<file path="config.mk">
export PLATFORM = sky130hd
export DESIGN_NAME = regfile_mp
export DESIGN_NICKNAME = d
export VERILOG_FILES = /design/src/rtl/regfile_pkg.sv /design/src/rtl/regfile_clear_fsm.sv /design/src/rtl/regfile_mp.sv
export SDC_FILE = /design/constraint.sdc
export NUM_CORES = 2
export LEC_CHECK = 0
export CAP_MARGIN = 20
export CORE_MARGIN = 5
export CORE_UTILIZATION = 40
export CTS_CLUSTER_DIAMETER = 50
export DETAILED_ROUTE_END_ITERATION = 6
export GPL_ROUTABILITY_DRIVEN = 1
export PLACE_DENSITY = 0.67
export SETUP_SLACK_MARGIN = 0.4
export SLEW_MARGIN = 20
export SYNTH_ARGS = -nofsm -noshare
export SYNTH_HDL_FRONTEND = slang
export SYNTH_SLANG_ARGS = --single-unit
</file>
<file path="constraint.sdc">
create_clock -name clk_i -period 4.2 [get_ports clk_i]
set_input_delay 0.42 -clock clk_i [delete_from_list [all_inputs] [get_ports clk_i]]
set_output_delay 0.42 -clock clk_i [all_outputs]
set_load 0.005 [all_outputs]
</file>
<file path="src/rtl/regfile_pkg.sv">
// regfile_pkg: shared definitions for the multi-port register file.
//   rf_state_e : clear-sweep FSM states (RF_IDLE, RF_SWEEP)
//   RF_DW      : default data width
//   RF_DEPTH   : default number of entries
//   rf_aw()    : ceil(log2(depth)), used to derive address widths
package regfile_pkg;

  typedef enum logic [0:0] {
    RF_IDLE  = 1'b0,
    RF_SWEEP = 1'b1
  } rf_state_e;

  localparam int RF_DW    = 32;
  localparam int RF_DEPTH = 32;

  // Constant-bounded loop so it elaborates as a constant function.
  // Depth is at least 2, so the result is at least 1.
  function automatic int rf_aw(input int depth);
    int w;
    w = 1;
    for (int i = 1; i < 31; i++) begin
      if ((1 << i) < depth) w = i + 1;
    end
    return w;
  endfunction

endpackage

</file>
<file path="src/rtl/regfile_clear_fsm.sv">
// regfile_clear_fsm: walks every writable entry of the register file once,
// issuing one zero-write per cycle, so architectural state can be flushed
// without a reset.
//   clk_i      : clock
//   rst_i      : synchronous active-low reset
//   clr_i      : single-cycle pulse that starts a sweep (ignored while sweeping)
//   busy_o     : registered, high for the whole sweep
//   clr_we_o   : zero-write strobe toward the storage array
//   clr_addr_o : entry being cleared this cycle
module regfile_clear_fsm
  import regfile_pkg::*;
#(
  parameter int DEPTH    = RF_DEPTH,
  parameter int ZERO_REG = 1,
  parameter int AW       = rf_aw(DEPTH)
) (
  input  logic          clk_i,
  input  logic          rst_i,
  input  logic          clr_i,
  output logic          busy_o,
  output logic          clr_we_o,
  output logic [AW-1:0] clr_addr_o
);

  // Entry 0 never holds data when it is hardwired, so the sweep skips it.
  localparam logic [AW-1:0] FIRST = (ZERO_REG != 0) ? AW'(1) : '0;
  localparam logic [AW-1:0] LAST  = AW'(DEPTH - 1);

  rf_state_e     state;
  rf_state_e     state_next;
  logic [AW-1:0] ptr;
  logic [AW-1:0] ptr_next;
  logic          busy;

  // State register; busy is its own flop so it never depends on clr_i
  // combinationally.
  always_ff @(posedge clk_i) begin
    if (!rst_i) begin
      state <= RF_IDLE;
      ptr   <= '0;
      busy  <= 1'b0;
    end else begin
      state <= state_next;
      ptr   <= ptr_next;
      busy  <= (state_next == RF_SWEEP);
    end
  end

  // Next-state logic.
  always_comb begin
    state_next = state;
    ptr_next   = ptr;
    unique case (state)
      RF_IDLE: begin
        if (clr_i) begin
          state_next = RF_SWEEP;
          ptr_next   = FIRST;
        end
      end
      RF_SWEEP: begin
        // The last entry is cleared on the same edge that returns to idle.
        if (ptr == LAST) begin
          state_next = RF_IDLE;
        end else begin
          ptr_next = ptr + AW'(1);
        end
      end
      default: state_next = RF_IDLE;
    endcase
  end

  // Output logic.
  always_comb begin
    clr_we_o   = (state == RF_SWEEP);
    clr_addr_o = ptr;
  end

  assign busy_o = busy;

endmodule

</file>
<file path="src/rtl/regfile_mp.sv">
// regfile_mp: parametrised multi-read / single-write register file for the
// ID stage, with optional hardwired zero entry, write-to-read bypass,
// optional registered read, and an incremental clear sweep.
//   clk_i     : clock, all state changes on posedge
//   rst_i     : synchronous active-low reset; zeroes every entry
//   rd_addr_i : NUM_RD packed read addresses, port k at [k*AW +: AW]
//   rd_data_o : NUM_RD packed read data, port k at [k*DW +: DW]
//   wr_en_i   : write enable (dropped while busy_o is high)
//   wr_addr_i : write address
//   wr_data_i : write data
//   clr_i     : pulse to start a clear sweep
//   busy_o    : high while the clear sweep runs
module regfile_mp
  import regfile_pkg::*;
#(
  parameter int DW       = RF_DW,
  parameter int DEPTH    = RF_DEPTH,
  parameter int AW       = rf_aw(DEPTH),
  parameter int NUM_RD   = 2,
  parameter int READ_REG = 0,
  parameter int ZERO_REG = 1
) (
  input  logic                 clk_i,
  input  logic                 rst_i,
  input  logic [NUM_RD*AW-1:0] rd_addr_i,
  output logic [NUM_RD*DW-1:0] rd_data_o,
  input  logic                 wr_en_i,
  input  logic [AW-1:0]        wr_addr_i,
  input  logic [DW-1:0]        wr_data_i,
  input  logic                 clr_i,
  output logic                 busy_o
);

  if (NUM_RD < 1 || NUM_RD > 4) begin : g_bad_num_rd
    $error("regfile_mp: NUM_RD must be 1..4");
  end
  if (DEPTH < 2 || (DEPTH & (DEPTH - 1)) != 0) begin : g_bad_depth
    $error("regfile_mp: DEPTH must be a power of two >= 2");
  end

  logic [DW-1:0] mem [DEPTH];

  logic          busy;
  logic          clr_we;
  logic [AW-1:0] clr_addr;
  logic          wr_zero;
  logic          we_eff;

  regfile_clear_fsm #(
    .DEPTH    (DEPTH),
    .ZERO_REG (ZERO_REG),
    .AW       (AW)
  ) u_clear_fsm (
    .clk_i      (clk_i),
    .rst_i      (rst_i),
    .clr_i      (clr_i),
    .busy_o     (busy),
    .clr_we_o   (clr_we),
    .clr_addr_o (clr_addr)
  );

  assign busy_o = busy;

  // Writes to the hardwired zero entry are dropped here, so entry 0 stays
  // zero in storage as well as on the read path.
  assign wr_zero = (ZERO_REG != 0) && (wr_addr_i == '0);
  assign we_eff  = wr_en_i && !busy && !wr_zero;

  // Storage update. The sweep and a functional write never coincide:
  // we_eff is gated by busy, and clr_we is only asserted while busy.
  always_ff @(posedge clk_i) begin
    if (!rst_i) begin
      for (int i = 0; i < DEPTH; i++) begin
        mem[i] <= '0;
      end
    end else begin
      if (we_eff) mem[wr_addr_i] <= wr_data_i;
      if (clr_we) mem[clr_addr]  <= '0;
    end
  end

  for (genvar k = 0; k < NUM_RD; k++) begin : g_rd
    logic [AW-1:0] addr;
    logic [DW-1:0] sel;

    assign addr = rd_addr_i[k*AW +: AW];

    // Read select: zero entry, then same-cycle bypass, then storage.
    always_comb begin
      if ((ZERO_REG != 0) && (addr == '0)) begin
        sel = '0;
      end else if (we_eff && (wr_addr_i == addr)) begin
        sel = wr_data_i;
      end else begin
        sel = mem[addr];
      end
    end

    if (READ_REG != 0) begin : g_reg
      logic [DW-1:0] rd_data_p1;

      // Stage p0 -> p1: the selection made at the address sample is held
      // for the following cycle.
      always_ff @(posedge clk_i) begin
        if (!rst_i) begin
          rd_data_p1 <= '0;
        end else begin
          rd_data_p1 <= sel;
        end
      end

      assign rd_data_o[k*DW +: DW] = rd_data_p1;
    end else begin : g_comb
      assign rd_data_o[k*DW +: DW] = sel;
    end
  end

endmodule

</file>
==> flow_metrics.tcl <==
set metrics [dict create \
    num_vias 39243 \
    initial_core_util_pct 40.3 \
    finalMaxSlewViolations 0 \
    synth_edf_count 1024 \
    synth.lib_cells_used.distinct 60 \
    use_met3_pct 9.05 \
    cts.sinks 1030 \
    clk_path_buf_depth 3 \
    worst_hold_path_type "input pin to flop" \
    worst_setup_path_endpoint "rd_data_o[43]" \
    path_clk_slew_ns 0.05 \
    hpwl_detailed_um 122000 \
    final_hold_violation_count 0 \
    finalWeightedCongestion 0.914 \
    design.portCount 116 \
    power.ir.vdd_worst_mv 0.336 \
    dieArea_sq_mm 0.142 \
    synthesis.instances 3913 \
    p_leak_nw 21.7 \
    dr.pass1.iters 6 \
    dieHeight_um 377 \
    maxCapViolCount 0 \
    portBuffers 115 \
    grt.total_usage_pct 28.5 \
    synth-seq-cells 1030 \
    synth_flop_cell "edfxtp_1" \
    period_utilisation_layout_pct 91.3 \
    fmax_mhz 261 \
    synthesis.area_sq_mm 0.0538 \
    setup.worst_path.start_class "input pin" \
    timing.max_slew.rel_slack_pct 26.7 \
    grt_pass1_wl_um 288000 \
    number_of_warning_messages_in_the_yosys_log 0 \
    cts.htree.levels 3 \
    timing_worst_setup_path_type "input pin to output pin" \
    async_flop_share_pct 0 \
    timing.hold.ws_ns 0.146 \
    status "complete, no violations" \
    r2r_cells 8 \
    fp.dieW_um 377 \
    clock_tree.root_cell "clkbuf_16" \
    layout-area-overhead-vs-synth_pct 15.0 \
    synth_area_leader_cell "edfxtp_1" \
    gr_overflow_total 0 \
    fill_cell_count 11480 \
    ys_seq_area_share_pct 57.3 \
    cts_inserted_buffers 116 \
    met2_usage_pct 42.2 \
    rrSetupSlack_ns 1.25 \
    synth_top_cells_by_area "edfxtp_1, mux4_2, nor2_1" \
    drt.antenna.violating_nets 0 \
    route.detailed.wl_per_inst_um 34.9 \
    largest_clock_skew_in_the_final_design_ns 0.0277 \
    layout.core_utilization_pct 46.3 \
    minimum_setup_slack_in_the_final_design_ns 0.365 \
    cp_max_fo 28 \
    drt-vias-per-instance 6.68 \
    cellPowerDensity_mw_per_mm2 408 \
    finalSetupTns_ns 0 \
    grt_start_max_net_pins 56 \
    first_global_vias 38409 \
    startpoint "rd_addr_i[9]" \
    core_region_area_sq_mm 0.134 \
    critPathArrivalTime_ns 3.42 \
    grt_most_used_layer "met2" \
    final_layout_size_suffix_gt1_share_pct 25.4 \
    initialDrtViolationCount 6710 \
    timing.final.crit_period_ns 3.84 \
    antenna_violations_before_repair 7 \
    row_count 134 \
    drt_drc_violations_left 0 \
    post_synth.cell_area_avg_sq_um 13.8 \
    route.final.wire_length_um 205000 \
    critPathCaptureType "output pin" \
    clock_latency_ns 0.73 \
    grt_setup_unrepaired "true" \
    worst_ep_required_time_ns 3.78 \
    synth_top_area_share_pct 57.1 \
    r2r_end "mem[24][6]" \
    report.final.setup_viol 0 \
    use_met1_pct 37.2 \
    worstMarginPinSlew_ns 1.10 \
    worst_r2r_startpoint "u_clear_fsm.clr_we_o" \
    clock_tree_from_tritoncts "built" \
    cts.hold.buffers_added 0 \
    design.final.nets 4061 \
    detailedPlace.worstSlack_ns 0.152 \
]
[per-layer routing]
metal	vias to the layer above	wire [um]
li1	15125	-
met1	19562	68600
met2	3766	89100
met3	786	33300
met4	4	14000
met5	-	34
[critical path: stages]
cell and delay (ns):
buf_4 0.18, buf_4 0.51, buf_4 0.48, nand2_1 0.42, o22ai_1 0.29, a211oi_1 0.11
buf_4 0.19, nor3_1 0.18, clkdlybuf4s50_1 0.58
[cells in the final DEF, fill, tap and decap left out, drive strengths merged, types with 50 or more instances in the layout]
cell           synthesis  routed
mux2i                221     221
clkbuf               286     145
edfxtp              1024    1024
o21ai                 57      57
nor3                  63      63
mux2                  50      50
a21oi                 64      64
nor2                1095    1095
a221oi                67      67
buf                  126     254
mux4                 451     451
clkdlybuf4s50          0     103
nand2                159     159
[cell usage after synthesis, drive strengths merged (37+ instances only)]
master / n
nor2: 1095
edfxtp: 1024
mux4: 451
clkbuf: 286
mux2i: 221
nand2: 159
buf: 126
a221oi: 67
a21oi: 64
nor3: 63
o21ai: 57
mux2: 50
a211oi: 37
[metrics by stage]
stage                     cells  power [mW]  area [sq um]
after floorplan            3944        13.9         54000
after detailed placement   5652        15.4         58000
after global placement     5650        15.4         57900
after CTS                  5866        25.1         61700
final                      5877        25.3         61900
after global routing       5872        25.8         61900
[power breakdown]
group	internal, mW	total (mW)	leakage [nW]	switching [mW]
sequential	11.7	11.9	10.6	0.203
combinational	1.38	3.46	9.32	2.08
clock	5.57	9.89	1.76	4.33
total	18.6	25.3	21.7	6.61
[registers in the layout, summed over array words and instances, names as in the netlist]
name	flops
u_clear_fsm.clr_addr_o	5
u_clear_fsm.clr_we_o	1
mem	1024
[layout make-up]
type	instances	area [sq um]	area share, %
Timing Repair Buffer	358	3700	5.98
Clock buffer	145	3030	4.90
Inverter	11	41.3	0.0667
Tap cell	1768	2210	3.57
Antenna cell	5	12.5	0.0202
Clock inverter	69	609	0.984
Sequential cell	1030	30900	49.9
Multi-Input combinational cell	2491	21400	34.6
[worst min-delay path by stage]
stage / from / end / slack, ns / cells after the start
2_1_floorplan: u_clear_fsm.clr_addr_o[3] / u_clear_fsm.clr_addr_o[3] / 0.51 / 2
3_3_place_gp: u_clear_fsm.clr_addr_o[3] / u_clear_fsm.clr_addr_o[3] / 0.57 / 2
3_5_place_dp: u_clear_fsm.clr_addr_o[3] / u_clear_fsm.clr_addr_o[3] / 0.58 / 2
4_1_cts: rst_i / u_clear_fsm.clr_addr_o[0] / 0.13 / 3
5_1_grt: rst_i / u_clear_fsm.clr_addr_o[0] / 0.16 / 3
6_report: rst_i / u_clear_fsm.clr_addr_o[4] / 0.15 / 3
[logic make-up after synthesis]
kind of cell / count (synthesis) / synth area share [%]
buffers and inverters: 423 / 3.84
other: 1 / 0.00696
and+or+nand+nor: 1389 / 10.2
DFF: 1030 / 57.3
xor gates and xnor gates: 10 / 0.163
adders and majority gates: 2 / 0.0465
muxes: 722 / 24.0
AOI/OAI and AO/OA: 336 / 4.42
[what timing repair did]
item	in CTS	in global routing
resized for setup	17	15
endpoints found under the setup margin	30	28
buffers inserted	0	2
No activity file was read; power rests on OpenSTA's default activity.
